===== src/rtl/uart_cmd_bridge_pkg.sv =====
// Shared types, ASCII constants and character helpers for the UART command bridge.
package uart_cmd_bridge_pkg;

  typedef enum logic [2:0] {
    IDLE,
    WRITE,
    READ,
    WAIT,
    SEND
  } state_t;

  localparam logic [7:0] CH_M  = 8'h6d;
  localparam logic [7:0] CH_W  = 8'h77;
  localparam logic [7:0] CH_R  = 8'h72;
  localparam logic [7:0] CH_LF = 8'h0a;

  typedef struct packed {
    logic       valid;
    logic [3:0] nibble;
  } nibble_t;

  // Lowercase ASCII hex digit for a nibble.
  function automatic logic [7:0] hex_char(input logic [3:0] nibble);
    if (nibble < 4'd10) hex_char = 8'h30 + {4'h0, nibble};
    else                hex_char = 8'h57 + {4'h0, nibble};
  endfunction

  // Decode '0'-'9', 'a'-'f', 'A'-'F'; valid is low for any other byte.
  function automatic nibble_t ascii_to_nibble(input logic [7:0] ch);
    nibble_t res;
    res.valid  = 1'b1;
    res.nibble = 4'h0;
    if (ch >= 8'h30 && ch <= 8'h39)      res.nibble = ch[3:0];
    else if (ch >= 8'h61 && ch <= 8'h66) res.nibble = ch[3:0] + 4'd9;
    else if (ch >= 8'h41 && ch <= 8'h46) res.nibble = ch[3:0] + 4'd9;
    else                                 res.valid  = 1'b0;
    return res;
  endfunction

endpackage


===== src/rtl/uart_cmd_bridge_tx_serializer.sv =====
// Turns one captured register word into a byte stream on the tx handshake:
// raw bytes MSB first, or lowercase hex digits MSB first followed by a line feed.
module bridge_tx_serializer
  import uart_cmd_bridge_pkg::*;
#(
  parameter int DATA_W  = 8,
  parameter int HEX_OUT = 0
) (
  input  logic              clk,
  input  logic              reset,
  input  logic              load,
  input  logic [DATA_W-1:0] word,
  output logic [7:0]        tx_data,
  output logic              tx_valid,
  input  logic              tx_ready,
  output logic              done
);

  localparam int NBYTES = (HEX_OUT != 0) ? DATA_W / 4 + 1 : DATA_W / 8;
  localparam int STEP   = (HEX_OUT != 0) ? 4 : 8;

  logic [DATA_W-1:0] shift_reg, shift_next;
  logic [3:0]        left_reg, left_next;
  logic [7:0]        tx_data_reg, tx_data_next;
  logic              tx_valid_reg, tx_valid_next;
  logic [7:0]        top_byte;
  logic              handshake;

  // The byte currently at the head of the shift register.
  for (genvar gi = 0; gi < 8; gi++) begin : g_top
    assign top_byte[gi] = shift_reg[DATA_W-8+gi];
  end

  // Either the raw byte or the hex digit of its upper nibble.
  function automatic logic [7:0] emit(input logic [7:0] top);
    if (HEX_OUT != 0) emit = hex_char(top[7:4]);
    else              emit = top;
  endfunction

  assign handshake = tx_valid_reg & tx_ready;
  assign done      = handshake && (left_reg == 4'd0);
  assign tx_data   = tx_data_reg;
  assign tx_valid  = tx_valid_reg;

  // Load a new word or advance to the next byte after each accepted transfer.
  always_comb begin
    shift_next    = shift_reg;
    left_next     = left_reg;
    tx_data_next  = tx_data_reg;
    tx_valid_next = tx_valid_reg;
    if (load) begin
      tx_valid_next = 1'b1;
      tx_data_next  = emit(word[DATA_W-1 -: 8]);
      shift_next    = word << STEP;
      left_next     = 4'(NBYTES - 1);
    end else if (handshake) begin
      if (left_reg == 4'd0) begin
        tx_valid_next = 1'b0;
      end else begin
        left_next    = left_reg - 4'd1;
        tx_data_next = (HEX_OUT != 0 && left_reg == 4'd1) ? CH_LF : emit(top_byte);
        shift_next   = shift_reg << STEP;
      end
    end
  end

  // Serializer registers; reset drops any byte still pending.
  always_ff @(posedge clk) begin
    if (!reset) begin
      shift_reg    <= '0;
      left_reg     <= '0;
      tx_data_reg  <= '0;
      tx_valid_reg <= 1'b0;
    end else begin
      shift_reg    <= shift_next;
      left_reg     <= left_next;
      tx_data_reg  <= tx_data_next;
      tx_valid_reg <= tx_valid_next;
    end
  end

endmodule


===== src/rtl/uart_cmd_bridge.sv =====
// ASCII command parser driving a simple register bus: hex digits build an
// accumulator, 'm' sets the address, 'w' writes, 'r' reads and replies on tx.
module uart_cmd_bridge
  import uart_cmd_bridge_pkg::*;
#(
  parameter int ADDR_W   = 8,
  parameter int DATA_W   = 8,
  parameter int RD_LAT   = 1,
  parameter int AUTO_INC = 0,
  parameter int HEX_OUT  = 0
) (
  input  logic              clk,
  input  logic              reset,
  input  logic [7:0]        rx_data,
  input  logic              rx_valid,
  output logic              rx_ready,
  output logic [7:0]        tx_data,
  output logic              tx_valid,
  input  logic              tx_ready,
  output logic [ADDR_W-1:0] reg_addr,
  output logic [DATA_W-1:0] reg_wdata,
  output logic              reg_we,
  output logic              reg_re,
  input  logic [DATA_W-1:0] reg_rdata,
  output logic              cmd_err
);

  localparam int ACC_W = (ADDR_W > DATA_W) ? ADDR_W : DATA_W;

  state_t            state_reg, state_next;
  logic [ACC_W-1:0]  acc_reg, acc_next;
  logic [ADDR_W-1:0] addr_reg, addr_next;
  logic [DATA_W-1:0] wdata_reg, wdata_next;
  logic              err_reg, err_next;
  logic [2:0]        wait_reg, wait_next;
  logic              ser_load;
  logic              ser_done;
  nibble_t           rx_nib;

  assign rx_nib    = ascii_to_nibble(rx_data);
  assign rx_ready  = reset && (state_reg == IDLE);
  assign reg_we    = reset && (state_reg == WRITE);
  assign reg_re    = reset && (state_reg == READ);
  assign reg_addr  = addr_reg;
  assign reg_wdata = wdata_reg;
  assign cmd_err   = err_reg;

  bridge_tx_serializer #(
    .DATA_W (DATA_W),
    .HEX_OUT(HEX_OUT)
  ) u_ser (
    .clk     (clk),
    .reset   (reset),
    .load    (ser_load),
    .word    (reg_rdata),
    .tx_data (tx_data),
    .tx_valid(tx_valid),
    .tx_ready(tx_ready),
    .done    (ser_done)
  );

  // Command decode, bus sequencing and address bookkeeping.
  always_comb begin
    state_next = state_reg;
    acc_next   = acc_reg;
    addr_next  = addr_reg;
    wdata_next = wdata_reg;
    err_next   = 1'b0;
    wait_next  = wait_reg;
    ser_load   = 1'b0;
    case (state_reg)
      IDLE: begin
        if (rx_valid && rx_ready) begin
          if (rx_nib.valid) begin
            acc_next = {acc_reg[ACC_W-5:0], rx_nib.nibble};
          end else if (rx_data == CH_M) begin
            addr_next = acc_reg[ADDR_W-1:0];
            acc_next  = '0;
          end else if (rx_data == CH_W) begin
            wdata_next = acc_reg[DATA_W-1:0];
            acc_next   = '0;
            state_next = WRITE;
          end else if (rx_data == CH_R) begin
            state_next = READ;
          end else begin
            err_next = 1'b1;
          end
        end
      end
      WRITE: begin
        if (AUTO_INC != 0) addr_next = addr_reg + ADDR_W'(1);
        state_next = IDLE;
      end
      READ: begin
        if (RD_LAT == 0) begin
          ser_load   = 1'b1;
          state_next = SEND;
        end else begin
          wait_next  = 3'(RD_LAT - 1);
          state_next = WAIT;
        end
      end
      WAIT: begin
        if (wait_reg == 3'd0) begin
          ser_load   = 1'b1;
          state_next = SEND;
        end else begin
          wait_next = wait_reg - 3'd1;
        end
      end
      SEND: begin
        if (ser_done) begin
          if (AUTO_INC != 0) addr_next = addr_reg + ADDR_W'(1);
          state_next = IDLE;
        end
      end
      default: state_next = IDLE;
    endcase
  end

  // State and datapath registers; reset abandons any command in flight.
  always_ff @(posedge clk) begin
    if (!reset) begin
      state_reg <= IDLE;
      acc_reg   <= '0;
      addr_reg  <= '0;
      wdata_reg <= '0;
      err_reg   <= 1'b0;
      wait_reg  <= '0;
    end else begin
      state_reg <= state_next;
      acc_reg   <= acc_next;
      addr_reg  <= addr_next;
      wdata_reg <= wdata_next;
      err_reg   <= err_next;
      wait_reg  <= wait_next;
    end
  end

endmodule


===== config.mk =====
export PLATFORM = sky130hd
export DESIGN_NAME = uart_cmd_bridge
export DESIGN_NICKNAME = d
export VERILOG_FILES = /design/src/rtl/uart_cmd_bridge_pkg.sv /design/src/rtl/uart_cmd_bridge_tx_serializer.sv /design/src/rtl/uart_cmd_bridge.sv
export SDC_FILE = /design/constraint.sdc
export NUM_CORES = 1
export LEC_CHECK = 0
export ABC_CLOCK_PERIOD_IN_PS = 2800
export BUFFER_PORTS_ARGS = -buffer_cell sky130_fd_sc_hd__buf_2
export CAP_MARGIN = 20
export CORE_ASPECT_RATIO = 1.75
export CORE_MARGIN = 8
export CORE_UTILIZATION = 25
export CTS_CLUSTER_SIZE = 14
export DETAILED_ROUTE_END_ITERATION = 12
export GPL_TIMING_DRIVEN = 1
export PLACE_DENSITY_LB_ADDON = 0.05
export SLEW_MARGIN = 5
export SYNTH_ARGS = -nofsm -noshare
export SYNTH_HDL_FRONTEND = slang
export SYNTH_SLANG_ARGS = --single-unit

===== constraint.sdc =====
create_clock -name clk -period 2.8 [get_ports clk]
set_clock_uncertainty 0.05 [all_clocks]
set_input_delay 0.56 -clock clk [delete_from_list [all_inputs] [get_ports clk]]
set_output_delay 0.56 -clock clk [all_outputs]
set_load 0.005 [all_outputs]

==> impl_metrics.yaml <==
outcome:
  status: "completed"
power_and_ir_drop:
  power_frac_seq: 0.438
  ir_drop_mv: 0.2194
  cellPowerDensity_mw_per_mm2: 563.2
  p_total_mw: 1.438
  power_frac_comb: 0.046
  p_leak_nw: 1.156
  internal-power_mw: 1.165
  swShare: 0.1896
  power_frac_clock: 0.516
  switchingPower_uw: 272.5
sta:
  period_needed_ns: 2.128
  finalCritPeriodShare: 0.7601
  rsz0062_at_grt: "false"
  tightest_slew_ns: 0.5977
  finalSetupViolations: 0
  setup_tns_ns: 0
  drv_slew: 0
  maxSlewHeadroom: 0.6001
  holdWs_ns: 0.4569
  clock.fmax_ghz: 0.4699
  hold_viol_final: 0
placement:
  portBuffers: 48
  postPlaceCellArea_mm2: 0.002367
  hpwl_mm: 3.994
  place.gp.congestion: 0.6906
floorplanning:
  num_rows: 43
  start_util: 0.2568
  core_mm2: 0.007909
  num_io_pins: 49
  design.die.area_mm2: 0.01138
  die_height_um: 135.2
  die_w_um: 84.13
layout:
  seq_area_um2: 880.8
  diodes: 0
  final_area_mm2: 0.002552
  final_util: 0.3227
  fillCellCount: 853
  area_delta_synth_final_pct: 25.69
  layout_common_cells: "48 x buf_2, 44 x dfxtp_1, 30 x nor2b_1"
  final_common_cell: "buf_2"
  multi_input_area_mm2: 0.001077
  drive_above_1_share: 0.2644
  nets: 288
route:
  route.layer.met1.wl_mm: 2.121
  drtIter0Drc: 79
  drc: 0
  top_layer: "met4"
  dr_wl_met3_um: 234
  antenna_left: 0
  first_pass_iters: 6
  wl_per_cell_um: 14.91
  wl_met2_mm: 2.744
  vias: 1617
  avgViaCountPerCell: 4.607
  wirelength_mm: 5.232
yosys:
  synth_cell_types: 42
  syn_area_mm2: 0.002031
  synth_ff_type: "dfxtp_1"
  synth-edff-count: 0
  synthArstFlopShare: 0
  ys_ff_latch: 44
  yosysWarningCount: 0
  syn_nets: 238
  avgSynthCellArea_um2: 9.624
  syn_inst: 211
  yosysSeqAreaShare: 0.4338
global_routing:
  gr-total-overflow: 0
  antenna_found_initial: 0
  grt_pass1_wl_mm: 8.804
  grt_pass1_vias: 1803
  grt_max_degree: 39
  grt_usage: 0.09608
clock_network:
  cts_tree: "done"
  htreeDepth: 2
  cts_setup_buffers: 0
  cts_sinks: 44
  cts_buffers: 5
  cts_root_buffer: "clkbuf_16"
  post_cts_resized: 0
  insertion_delay_ns: 0.28
  hold_buffers: 0
  clk_pin_slew_ns: 0.06
  cts_buffer_depth: 2
worst_setup_path:
  worstPathMaxFanout: 11
  slowest_stage: "nor2_1"
  cpPeakStageDelay_ns: 0.54
  cp_common_cell: "ha_1"
  cp.required_ns: 2.97
  cp_data_arrival_time_ns: 2.30
  r2r_slack_ns: 0.67
  worst-setup-path-type: "flip-flop to flip-flop"
  cp-start-kind: "flip-flop"
  worstPathCellList: "inv_1 > ha_1 > ha_1 > and3_1 > nor2_1 > a22oi_1 > nor2b_1"
  crit_path_end_kind: "flip-flop"
flow_run:
  drv_cap: 0
min_path:
  hp-class: "flip-flop to flip-flop"
-- routing by layer --
metal | vias to the layer above | track usage
li1 | 841 | -
met1 | 732 | 0.09645
met2 | 35 | 0.1744
met3 | 9 | 0.02771
met4 | 0 | 0.04826
met5 | - | 0
-- logic make-up after synthesis --
family / synth area share
flops: 0.4338
fa+ha+maj: 0.04313
buf+inv: 0.03573
mux: 0.07886
compound gates: 0.1534
simple gates: 0.2378
xor+xnor: 0.01726
-- worst max-delay path: cells and delay by family (launching register included) --
family	cells	cell delay (ns)
AOI/OAI and AO/OA	1	0.15
adders and majority gates	2	0.45
buffers and inverters	1	0.05
DFF	1	0.34
and+or+nand+nor	3	1.02
-- through the flow --
stage | setup WS, ns | std cells
global route | 0.4736 | 351
floorplan | 0.6333 | 211
global placement | 0.4351 | 344
CTS | 0.6546 | 351
finish | 0.6717 | 351
detailed placement | 0.4134 | 344
-- final timing paths --
| check | to | startpoint | depth (start not counted) |
|---|---|---|---|
| setup reg to reg | u_ser.tx_data[3] | wait_reg[0] | 7 |
| hold / removal | acc_reg[7] | acc_reg[7] | 1 |
| hold reg to reg | acc_reg[7] | acc_reg[7] | 1 |
| setup / recovery | u_ser.tx_data[3] | wait_reg[0] | 7 |
-- synthesized netlist by cell type (2+ instances only) --
cell type   n  area, µm²
a2111oi_0   2      17.52
a21oi_1     8      40.04
a22o_2      3      30.03
a22oi_1    10      75.07
and2_1      4      25.02
and3_1      2      12.51
and3b_1     2      17.52
buf_4       2      15.01
clkbuf_1    5      18.77
dfxtp_1    44      880.8
ha_1        7      87.58
inv_1       9      33.78
mux2i_1    16      160.2
nand2_1    13      48.80
nand2b_1    2      12.51
nand3_1     4      20.02
nor2_1      9      33.78
nor2b_1    30      187.7
nor3_1      4      20.02
nor3b_1     2      15.01
nor4b_1     2      17.52
o21a_1      2      15.01
o21ai_0     8      40.04
xnor2_1     2      17.52
xor2_1      2      17.52
-- power groups by stage --
stage / Combinational [mW] / Clock, mW / Sequential (mW)
floorplan: 0.0387 / 0 / 0.644
CTS: 0.0677 / 0.773 / 0.630
finish: 0.0655 / 0.742 / 0.630
global route: 0.0747 / 0.798 / 0.630
detailed placement: 0.0677 / 0 / 0.644
global placement: 0.0681 / 0 / 0.644
-- area by class of cell --
cell class                      instances  share of cell area
Clock buffer                            5             0.04902
Clock inverter                          2             0.02353
Inverter                                9             0.01324
Multi-Input combinational cell        150              0.4221
Sequential cell                        44              0.3451
Tap cell                               90             0.04412
Timing Repair Buffer                   51              0.1029
Note: power is estimated with default switching activity, not from simulation.
